===== src/rtl/page_reader_if.sv =====
// page_reader_if: host and I2C signal bundle between page_reader and the host/EEPROM side.
interface page_reader_if #(
    parameter int PAGE_BYTES = 64
);
    logic                    enable;
    logic [14:0]             address;
    logic                    sclk;
    logic                    sda_m_oe;
    logic                    sda_s_oe;
    logic                    sda_in;
    wire                     sdata;
    logic [8*PAGE_BYTES-1:0] read_data;
    logic                    busy;
    logic                    done;
    logic                    ack_error;
    // open-drain line: reads high unless either side pulls it low
    assign sdata  = (sda_m_oe || sda_s_oe) ? 1'b0 : 1'bz;
    assign sda_in = !(sda_m_oe || sda_s_oe);
    modport master (input enable, address, sda_in,
                    output sclk, sda_m_oe, read_data, busy, done, ack_error);
    modport slave  (output enable, address, sda_s_oe,
                    input sclk, sdata, sda_in, read_data, busy, done, ack_error);
endinterface


===== src/rtl/page_reader.sv =====
// page_reader: I2C master reading one PAGE_BYTES page from a 24LC256-class EEPROM.
module page_reader #(
    parameter int         CLK_DIV    = 125,
    parameter logic [2:0] DEV_ADDR   = 3'b000,
    parameter int         PAGE_BYTES = 64
) (
    input  logic          clk,
    input  logic          rst,
    page_reader_if.master bus
);
    localparam int W  = 8 * PAGE_BYTES;
    localparam int DW = $clog2(CLK_DIV);
    localparam int RW = $clog2(PAGE_BYTES + 1);
    typedef enum logic [3:0] {
        IDLE, START, SEND_BYTE, GET_ACK, RSTART, READ_BYTE, SEND_ACK, STOP, DONE
    } state_t;
    state_t        r_state;
    logic [DW-1:0] r_div;
    logic [1:0]    r_q;
    logic [2:0]    r_bit;
    logic [1:0]    r_byte;
    logic [RW-1:0] r_rcnt;
    logic [14:0]   r_addr;
    logic [7:0]    r_tx;
    logic [W-1:0]  r_shadow;
    logic [W-1:0]  r_read_data;
    logic          r_sclk;
    logic          r_sda_oe;
    logic          r_busy;
    logic          r_done;
    logic          r_ack_error;
    logic          r_nack;
    logic          w_tick;
    logic          w_end;
    logic          w_last;
    logic          w_scl;
    logic          w_oe;
    assign w_tick = r_div == DW'(CLK_DIV - 1);
    assign w_end  = w_tick && r_q == 2'd3;
    assign w_last = r_rcnt == RW'(PAGE_BYTES - 1);
    // line levels per quarter; outputs are registered one clock behind the phase
    always_comb begin
        w_scl = r_q == 2'd1 || r_q == 2'd2;
        w_oe  = 1'b0;
        case (r_state)
            IDLE, DONE: w_scl = 1'b1;
            START: begin
                w_scl = r_q != 2'd3;
                w_oe  = r_q[1];
            end
            SEND_BYTE: w_oe = !r_tx[7];
            RSTART:    w_oe = r_q[1];
            SEND_ACK:  w_oe = !w_last;
            STOP: begin
                w_scl = r_q != 2'd0;
                w_oe  = r_q != 2'd3;
            end
            default: ;
        endcase
    end
    always_ff @(posedge clk or negedge rst) begin
        if (!rst) begin
            r_state     <= IDLE;
            r_div       <= '0;
            r_q         <= '0;
            r_bit       <= '0;
            r_byte      <= '0;
            r_rcnt      <= '0;
            r_addr      <= '0;
            r_tx        <= '0;
            r_shadow    <= '0;
            r_read_data <= '0;
            r_sclk      <= 1'b1;
            r_sda_oe    <= 1'b0;
            r_busy      <= 1'b0;
            r_done      <= 1'b0;
            r_ack_error <= 1'b0;
            r_nack      <= 1'b0;
        end else begin
            r_sclk   <= w_scl;
            r_sda_oe <= w_oe;
            r_done   <= 1'b0;
            if (r_state == IDLE) begin
                if (bus.enable) begin
                    r_addr      <= bus.address;
                    r_busy      <= 1'b1;
                    r_ack_error <= 1'b0;
                    r_state     <= START;
                    r_div       <= '0;
                    r_q         <= '0;
                    r_bit       <= '0;
                    r_byte      <= '0;
                    r_rcnt      <= '0;
                    r_tx        <= {4'b1010, DEV_ADDR, 1'b0};
                end
            end else if (r_state == DONE) begin
                r_state <= IDLE;
            end else begin
                r_div <= w_tick ? '0 : r_div + 1'b1;
                if (w_tick) r_q <= r_q + 1'b1;
                if (w_tick && r_q == 2'd2) begin
                    r_nack <= bus.sda_in;
                    if (r_state == READ_BYTE) r_shadow <= {r_shadow[W-2:0], bus.sda_in};
                end
                if (w_end) begin
                    case (r_state)
                        START: r_state <= SEND_BYTE;
                        SEND_BYTE: begin
                            r_tx  <= {r_tx[6:0], 1'b0};
                            r_bit <= r_bit + 1'b1;
                            if (r_bit == 3'd7) r_state <= GET_ACK;
                        end
                        GET_ACK: begin
                            r_byte <= r_byte + 1'b1;
                            if (r_nack) begin
                                r_ack_error <= 1'b1;
                                r_state     <= STOP;
                            end else if (r_byte == 2'd3) begin
                                r_state <= READ_BYTE;
                            end else if (r_byte == 2'd2) begin
                                r_state <= RSTART;
                                r_tx    <= {4'b1010, DEV_ADDR, 1'b1};
                            end else begin
                                r_state <= SEND_BYTE;
                                r_tx    <= r_byte == 2'd0 ? {1'b0, r_addr[14:8]} : r_addr[7:0];
                            end
                        end
                        RSTART: r_state <= SEND_BYTE;
                        READ_BYTE: begin
                            r_bit <= r_bit + 1'b1;
                            if (r_bit == 3'd7) r_state <= SEND_ACK;
                        end
                        SEND_ACK: begin
                            r_rcnt  <= r_rcnt + 1'b1;
                            r_state <= w_last ? STOP : READ_BYTE;
                        end
                        STOP: begin
                            r_state <= DONE;
                            r_busy  <= 1'b0;
                            r_done  <= 1'b1;
                            if (!r_ack_error) r_read_data <= r_shadow;
                        end
                        default: r_state <= IDLE;
                    endcase
                end
            end
        end
    end
    assign bus.sclk      = r_sclk;
    assign bus.sda_m_oe  = r_sda_oe;
    assign bus.read_data = r_read_data;
    assign bus.busy      = r_busy;
    assign bus.done      = r_done;
    assign bus.ack_error = r_ack_error;
endmodule


===== src/flat_wrapper.sv =====
// flat-port wrapper written by rule: the top's interface ports become plain ports
module page_reader_flat 
#(
    parameter int         CLK_DIV    = 125,
    parameter logic [2:0] DEV_ADDR   = 3'b000,
    parameter int         PAGE_BYTES = 64
)
  (clk, rst, bus_enable, bus_address, bus_sclk, bus_sda_m_oe, bus_read_data, bus_busy, bus_done, bus_ack_error);
  page_reader_if #(.PAGE_BYTES(PAGE_BYTES)) bus_i ();
  input  logic clk;
  input  logic rst;
  input wire logic [$bits(bus_i.enable)-1:0] bus_enable;
  input wire logic [$bits(bus_i.address)-1:0] bus_address;
  output wire logic [$bits(bus_i.sclk)-1:0] bus_sclk;
  output wire logic [$bits(bus_i.sda_m_oe)-1:0] bus_sda_m_oe;
  output wire logic [$bits(bus_i.read_data)-1:0] bus_read_data;
  output wire logic [$bits(bus_i.busy)-1:0] bus_busy;
  output wire logic [$bits(bus_i.done)-1:0] bus_done;
  output wire logic [$bits(bus_i.ack_error)-1:0] bus_ack_error;
  assign bus_i.enable = bus_enable;
  assign bus_i.address = bus_address;
  assign bus_sclk = bus_i.sclk;
  assign bus_sda_m_oe = bus_i.sda_m_oe;
  assign bus_read_data = bus_i.read_data;
  assign bus_busy = bus_i.busy;
  assign bus_done = bus_i.done;
  assign bus_ack_error = bus_i.ack_error;
  page_reader #(.CLK_DIV(CLK_DIV), .DEV_ADDR(DEV_ADDR), .PAGE_BYTES(PAGE_BYTES)) u_core (.clk(clk), .rst(rst), .bus(bus_i));
endmodule

===== config.mk =====
export PLATFORM = sky130hd
export DESIGN_NAME = page_reader_flat
export DESIGN_NICKNAME = d
export VERILOG_FILES = /design/src/rtl/page_reader_if.sv /design/src/rtl/page_reader.sv /design/src/flat_wrapper.sv
export SDC_FILE = /design/constraint.sdc
export NUM_CORES = 1
export LEC_CHECK = 0
export ABC_AREA = 1
export CAP_MARGIN = 20
export CELL_PAD_IN_SITES_DETAIL_PLACEMENT = 1
export CELL_PAD_IN_SITES_GLOBAL_PLACEMENT = 2
export CORE_AREA = 2 2 210 212
export CTS_BUF_LIST = sky130_fd_sc_hd__clkbuf_16
export CTS_CLUSTER_DIAMETER = 50
export DETAILED_ROUTE_END_ITERATION = 7
export DIE_AREA = 0 0 212 214
export PLACE_DENSITY_LB_ADDON = 0.1
export SKIP_CTS_REPAIR_TIMING = 1
export SYNTH_ARGS = -nofsm -noshare
export SYNTH_HDL_FRONTEND = slang
export SYNTH_SLANG_ARGS = --single-unit

===== constraint.sdc =====
create_clock -name clk -period 2.5 [get_ports clk]
set_input_delay 0.375 -clock clk [delete_from_list [all_inputs] [get_ports clk]]
set_output_delay 0.375 -clock clk [all_outputs]
set_load 0.03 [all_outputs]

; Word level (Yosys, flattened, before mapping)
; Index checks and enable logic that the tools add are counted.
[totals]
reg_bits = 1078
inputBits = 18
out_inout_bits = 517
wordCells = 140
[classes]
addsub = 5
eq_ne = 23
mux = 58
n_bitwise = 3
reduce_logical = 35
[op_table]
columns = op, count
row1 = $mux W8, 8
row2 = $mux W7, 8
row3 = $mux W4, 8
row4 = $pmux W4 S6, 1
row5 = $reduce_and A4 Y1, 6
row6 = $mux W2, 9
row7 = $mux W3, 6
row8 = $eq A4 B3 Y1 const B, 4
row9 = $pmux W8 S2, 1
row10 = $reduce_bool A2 Y1, 8
row11 = $mux W1, 15
row12 = $add A7 B1 Y7 const B, 2
row13 = $reduce_and A5 Y1, 2
row14 = $eq A2 B2 Y1 const B, 4
row15 = $eq A4 B2 Y1 const B, 2
row16 = $eq A7 B6 Y1 const B, 1
row17 = $eq A7 B7 Y1 const B, 1
row18 = $reduce_and A3 Y1, 2
row19 = $reduce_and A6 Y1, 1
row20 = $reduce_bool A3 Y1, 2
row21 = $reduce_or A2 Y1, 3
row22 = $add A2 B1 Y2 const B, 2
row23 = $eq A4 B1 Y1 const B, 1
row24 = $eq A4 B4 Y1 const B, 1
row25 = other kinds (18), 26

; Longest topological paths before layout
[logic_depth]
depth_word = 9
depth_mapped = 10

; Worst setup path after synthesis
; No wires, ideal clock.
[synth_timing]
kind = flip-flop to flip-flop
start = register u_core.r_byte[0]
end = register u_core.r_tx[5]
setup_time_ps = 116
arrival_time_ps = 1334
required_ps = 2384
slack_ps = 1049
stages_incl_launch_ff = 11
path_buffers = 1
synth_period_minus_slack_ps = 1451
path_cell_list = dfrtp_1 -> inv_1 -> ha_1 -> clkbuf_1 -> inv_1 -> nand2_1 -> nand3_1 -> nor2_1 -> nor2_1 -> nand2_1 -> nand2_1
[synth_via]
elab_chain_len = 9
[synth_lines]
columns = item, line_no
row1 = start: declaration, page_reader.sv:21  ; logic [1:0] r_byte;
row2 = start signal: assignment, page_reader.sv:114  ; r_byte <= r_byte + 1'b1;
row3 = $logic_not A2 Y1, page_reader.sv:125  ; r_tx <= r_byte == 2'd0 ? {1'b0, r_addr[14:8]} : r_addr[7:0];
row4 = $mux W8, page_reader.sv:125
row5 = $mux W8, page_reader.sv:120  ; end else if (r_byte == 2'd2) begin
row6 = $mux W8, page_reader.sv:118  ; end else if (r_byte == 2'd3) begin
row7 = $mux W8, page_reader.sv:115  ; if (r_nack) begin
row8 = $pmux W8 S2, page_reader.sv:106  ; case (r_state)
row9 = $mux W8, page_reader.sv:105  ; if (w_end) begin
row10 = $mux W8, page_reader.sv:96  ; end else if (r_state == DONE) begin
row11 = $mux W8, page_reader.sv:83  ; if (r_state == IDLE) begin
row12 = end signal: assignment, page_reader.sv:94  ; r_tx <= {4'b1010, DEV_ADDR, 1'b0};
row13 = end signal: assignment, page_reader.sv:109  ; r_tx <= {r_tx[6:0], 1'b0};
row14 = end signal: assignment, page_reader.sv:122  ; r_tx <= {4'b1010, DEV_ADDR, 1'b1};
row15 = end: declaration, page_reader.sv:24  ; logic [7:0] r_tx;
; Several ways; a longest one is shown, not always the timed one. The select of a mux whose other input is x is not followed.
; A chain may end at the register's enable or synchronous reset.

; Worst setup path in the final report
[layout_timing]
start = register u_core.r_sclk (netlist: u_core.bus.sclk)
end = output port bus_sclk
[layout_lines]
columns = item, line_no
row1 = start: declaration, page_reader.sv:27  ; logic r_sclk;
row2 = start signal: assignment, page_reader.sv:80  ; r_sclk <= w_scl;
row3 = end: declaration, flat_wrapper.sv:14  ; output wire logic [$bits(bus_i.sclk)-1:0] bus_sclk;
; No word-level cell between the ends.

==> key figures <==
Setup path
  • Top Family by Delay on Critical Path: buffers and inverters
  • Reg-to-reg setup timing slack: between 0.7 and 0.8 ns
  • Req. time, crit path: 2.12 ns
  • Top fanout value on the critical path: 1
  • Kind of start point of the critical path: flop
  • Slowest stage cell, crit path: sky130_fd_sc_hd__clkdlybuf4s50_1
  • Cells on worst reg2reg path: 9
  • Worst path max stage delay: between 0.6 and 0.7 ns
  • Data arrival at the endpoint of the critical path: between 1 and 1.5 ns
  • Critical path endpoint category: output pin
  • Logic depth of the worst setup path including buffers: 1
  • Critical path class: reg2out
  • Worst path buffer plus inverter count: 1
  • Worst-path cell chain: clkdlybuf4s50_1

Timing
  • Post-route fraction of the period consumed by the critical path: 74.4%
  • Final worst setup slack: approximately 0.64 ns
  • Setup tns final: 0 ns
  • Total setup violations reported at the end of the flow: 0
  • Number of hold violations in the final report: 0
  • Worst-case hold slack: a little under 0.009 ns
  • Worst Skew: between 0.006 and 0.007 ns
  • Final worst path period need: between 1.5 and 2 ns
  • Number of slew-limit violations in the final report: 0
  • Fmax: about 540 MHz
  • Setup repair after global routing missed its margin: false

Final layout
  • Combined flip-flop and latch cell area: approximately 1300 um^2
  • Multi-input gate area: approximately 3400 um^2
  • Final non-filler cell area: between 5000 and 6000 um^2
  • Layout area overhead: -12.1%
  • Fraction of layout cells with a size suffix above 1: 4.61%
  • N_diodes: 0
  • Leading cell types in the layout, fill and taps excluded: sky130_fd_sc_hd__conb_1 (512), sky130_fd_sc_hd__nand2_1 (173), sky130_fd_sc_hd__dfrtp_1 (52)
  • Number of nets in the final layout: about 960
  • Final-layout fill cell count: about 5,300
  • Count of non-filler cells in the finished layout: 1,517
  • Leading cell type in the layout, fill and taps excluded: sky130_fd_sc_hd__conb_1

Global routing
  • Via count of the first global-routing pass: between 3,000 and 4,000
  • Number of antenna violations at the first check in global routing: 0
  • Total global-route track usage: 6.35%
  • First-pass GRT wire length: roughly 22,000 um
  • Maximum number of pins on one net before global-route repair: 38
  • Total gr overflow: 0

Drt
  • Met3 wire length: between 1000 and 1500 um
  • Wire length per cell: between 10 and 15 um
  • Vias: around 3,800
  • Count of routing violations after the opening detailed-route iteration: 85
  • Number of vias per cell after detailed routing: between 2 and 2.5
  • Residual antenna-violating net count after detailed routing: 0
  • Met2 wire length: between 8000 and 9000 um
  • Met1 routed wirelength after detailed routing: about 5900 um
  • DR pass1 iterations: 4
  • Final routed wirelength across all metal layers: 15,500 um
  • Highest Signal Layer: met4
  • DRC violations left: 0

Status
  • Outcome: complete, no violations

Die
  • Area of the core region: about 43,000 um^2
  • Die Height: roughly 210 um
  • Die boundary width: ~210 um
  • Initial cell density of the core: between 10% and 20%
  • Core Rows: 76
  • Die area: 45,400 um^2
  • I/O pin count: approximately 540

Synth
  • Distinct cell type count after synthesis: 30
  • Cells after Synth: around 900
  • Seq cells post-synth: between 50 and 60
  • Yosys warning count: 1
  • Cell area after synthesis: 6790 um^2
  • Mapped Avg Cell Area: about 7.5 um^2
  • Part of the Yosys area used for sequential elements: 19.6%

Clock network
  • Number of buffers added by the clock tree synthesis step: 5
  • Num Clock Sinks: 53
  • Worst-path clk slew: 0.08 ns
  • Number of H-tree branching levels: 2
  • CTS root buffer: sky130_fd_sc_hd__clkbuf_16
  • Clock insertion delay at the later pin of the skew report: ~0.31 ns
  • Number of buffers between clock root and the deepest sink: 2
  • TritonCTS clock tree: done

Power
  • PwrDens: 885 nW/um^2
  • Worst IR drop on VDD: roughly 0.28 mV
  • Static Leakage: around 3.5 nW

Placed design
  • Post-placement worst setup slack: 0.672 ns
  • Total half-perimeter wirelength after legalization and detailed placement: about 13,000 um
  • Global placement routability congestion: between 0.6 and 0.7
  • Cell count after placement: between 1,500 and 2,000
  • Count of port buffers added during placement: 22
  • Post-place instance area: about 5800 um^2

Flow run
  • Max-Cap Viols: 0

Worst hold path
  • Worst min-delay path class: in2async
==> Yosys cell counts <==
cell,instances,area share (%)
sky130_fd_sc_hd__a21oi_1,8,0.59
sky130_fd_sc_hd__and2_1,1,0.092
sky130_fd_sc_hd__buf_2,2,0.15
sky130_fd_sc_hd__buf_4,513,57
sky130_fd_sc_hd__buf_6,1,0.17
sky130_fd_sc_hd__clkbuf_1,1,0.055
sky130_fd_sc_hd__conb_1,1,0.055
sky130_fd_sc_hd__dfrtp_1,52,19
sky130_fd_sc_hd__dfstp_2,1,0.39
sky130_fd_sc_hd__ha_1,10,1.8
sky130_fd_sc_hd__inv_1,29,1.6
sky130_fd_sc_hd__inv_2,7,0.39
sky130_fd_sc_hd__mux2i_1,1,0.15
sky130_fd_sc_hd__nand2_1,173,9.6
sky130_fd_sc_hd__nand2_2,5,0.46
sky130_fd_sc_hd__nand2_4,4,0.66
sky130_fd_sc_hd__nand3_1,29,2.1
sky130_fd_sc_hd__nand3_2,2,0.29
sky130_fd_sc_hd__nand3b_4,1,0.29
sky130_fd_sc_hd__nor2_1,23,1.3
sky130_fd_sc_hd__nor2_2,5,0.46
sky130_fd_sc_hd__nor2_4,5,0.83
sky130_fd_sc_hd__nor3_1,1,0.074
sky130_fd_sc_hd__o211ai_1,4,0.44
sky130_fd_sc_hd__o21ai_0,16,1.2
sky130_fd_sc_hd__o21ai_1,4,0.29
sky130_fd_sc_hd__o22ai_1,1,0.092
sky130_fd_sc_hd__or2_1,1,0.092
sky130_fd_sc_hd__or2_2,1,0.092
sky130_fd_sc_hd__xor2_1,3,0.39
==> logic make-up after synthesis <==
group	share of synthesized area (%)
AOI/OAI and AO/OA	2.60
xor gates and xnor gates	0.387
adders and majority gates	1.84
buffers and inverters	59.1
DFF	19.6
muxes	0.147
other	0.0552
and+or+nand+nor	16.3
==> stage by stage <==
step	util [%]	power [mW]
detailed placement	13.6	4.58
CTS	13.9	5.41
global placement	13.6	4.62
floorplan	-	4.44
finish	13.9	5.28
global route	13.9	5.82
==> per-layer routing <==
| layer | vias to the layer above | global-route usage, % |
|---|---|---|
| li1 | 1790 | - |
| met1 | 1732 | 7.34 |
| met2 | 222 | 11.9 |
| met3 | 8 | 1.48 |
| met4 | 0 | 0.915 |
| met5 | - | 0 |
==> flip-flops by register name, indices dropped and copies added (netlist names) <==
signal / flops
u_core.r_addr: 15
u_core.r_tx: 8
u_core.r_div: 7
u_core.r_rcnt: 7
u_core.r_state: 4
u_core.r_bit: 3
u_core.r_byte: 2
u_core.r_q: 2
u_core.bus.ack_error: 1
u_core.bus.busy: 1
u_core.bus.done: 1
u_core.bus.sclk: 1
u_core.bus.sda_m_oe: 1
==> where the power goes <==
group          switching (mW)  internal [mW]  total [mW]
logic                    2.46          0.658        3.11
clock network           0.401          0.381       0.782
registers               0.224           1.16        1.38
==> final timing paths <==
| kind | start | to |
|---|---|---|
| min in group clk | u_core.r_addr[6]$_DFFE_PN0P_ | u_core.r_addr[6]$_DFFE_PN0P_ |
| max in group asynchronous | rst | u_core.r_addr[1]$_DFFE_PN0P_ |
| worst min register to register | u_core.r_addr[6]$_DFFE_PN0P_ | u_core.r_addr[6]$_DFFE_PN0P_ |
| worst max-delay path | u_core.bus.sclk$_DFF_PN1_ | bus_sclk |
| worst max register to register | u_core.r_div[0]$_DFFE_PN0P_ | u_core.r_rcnt[6]$_DFFE_PN0P_ |
| worst min-delay path | rst | u_core.r_div[4]$_DFFE_PN0P_ |
==> layout make-up <==
class                           instances  share of cell area [%]
Tap cell                              585                    12.3
Multi-Input combinational cell        810                    56.5
Sequential cell                        53                    22.3
Clock buffer                            5                    2.10
Timing Repair Buffer                   25                    4.20
Clock inverter                          3                   0.441
Inverter                               36                    2.27
No activity file was read; power rests on OpenSTA's default activity.
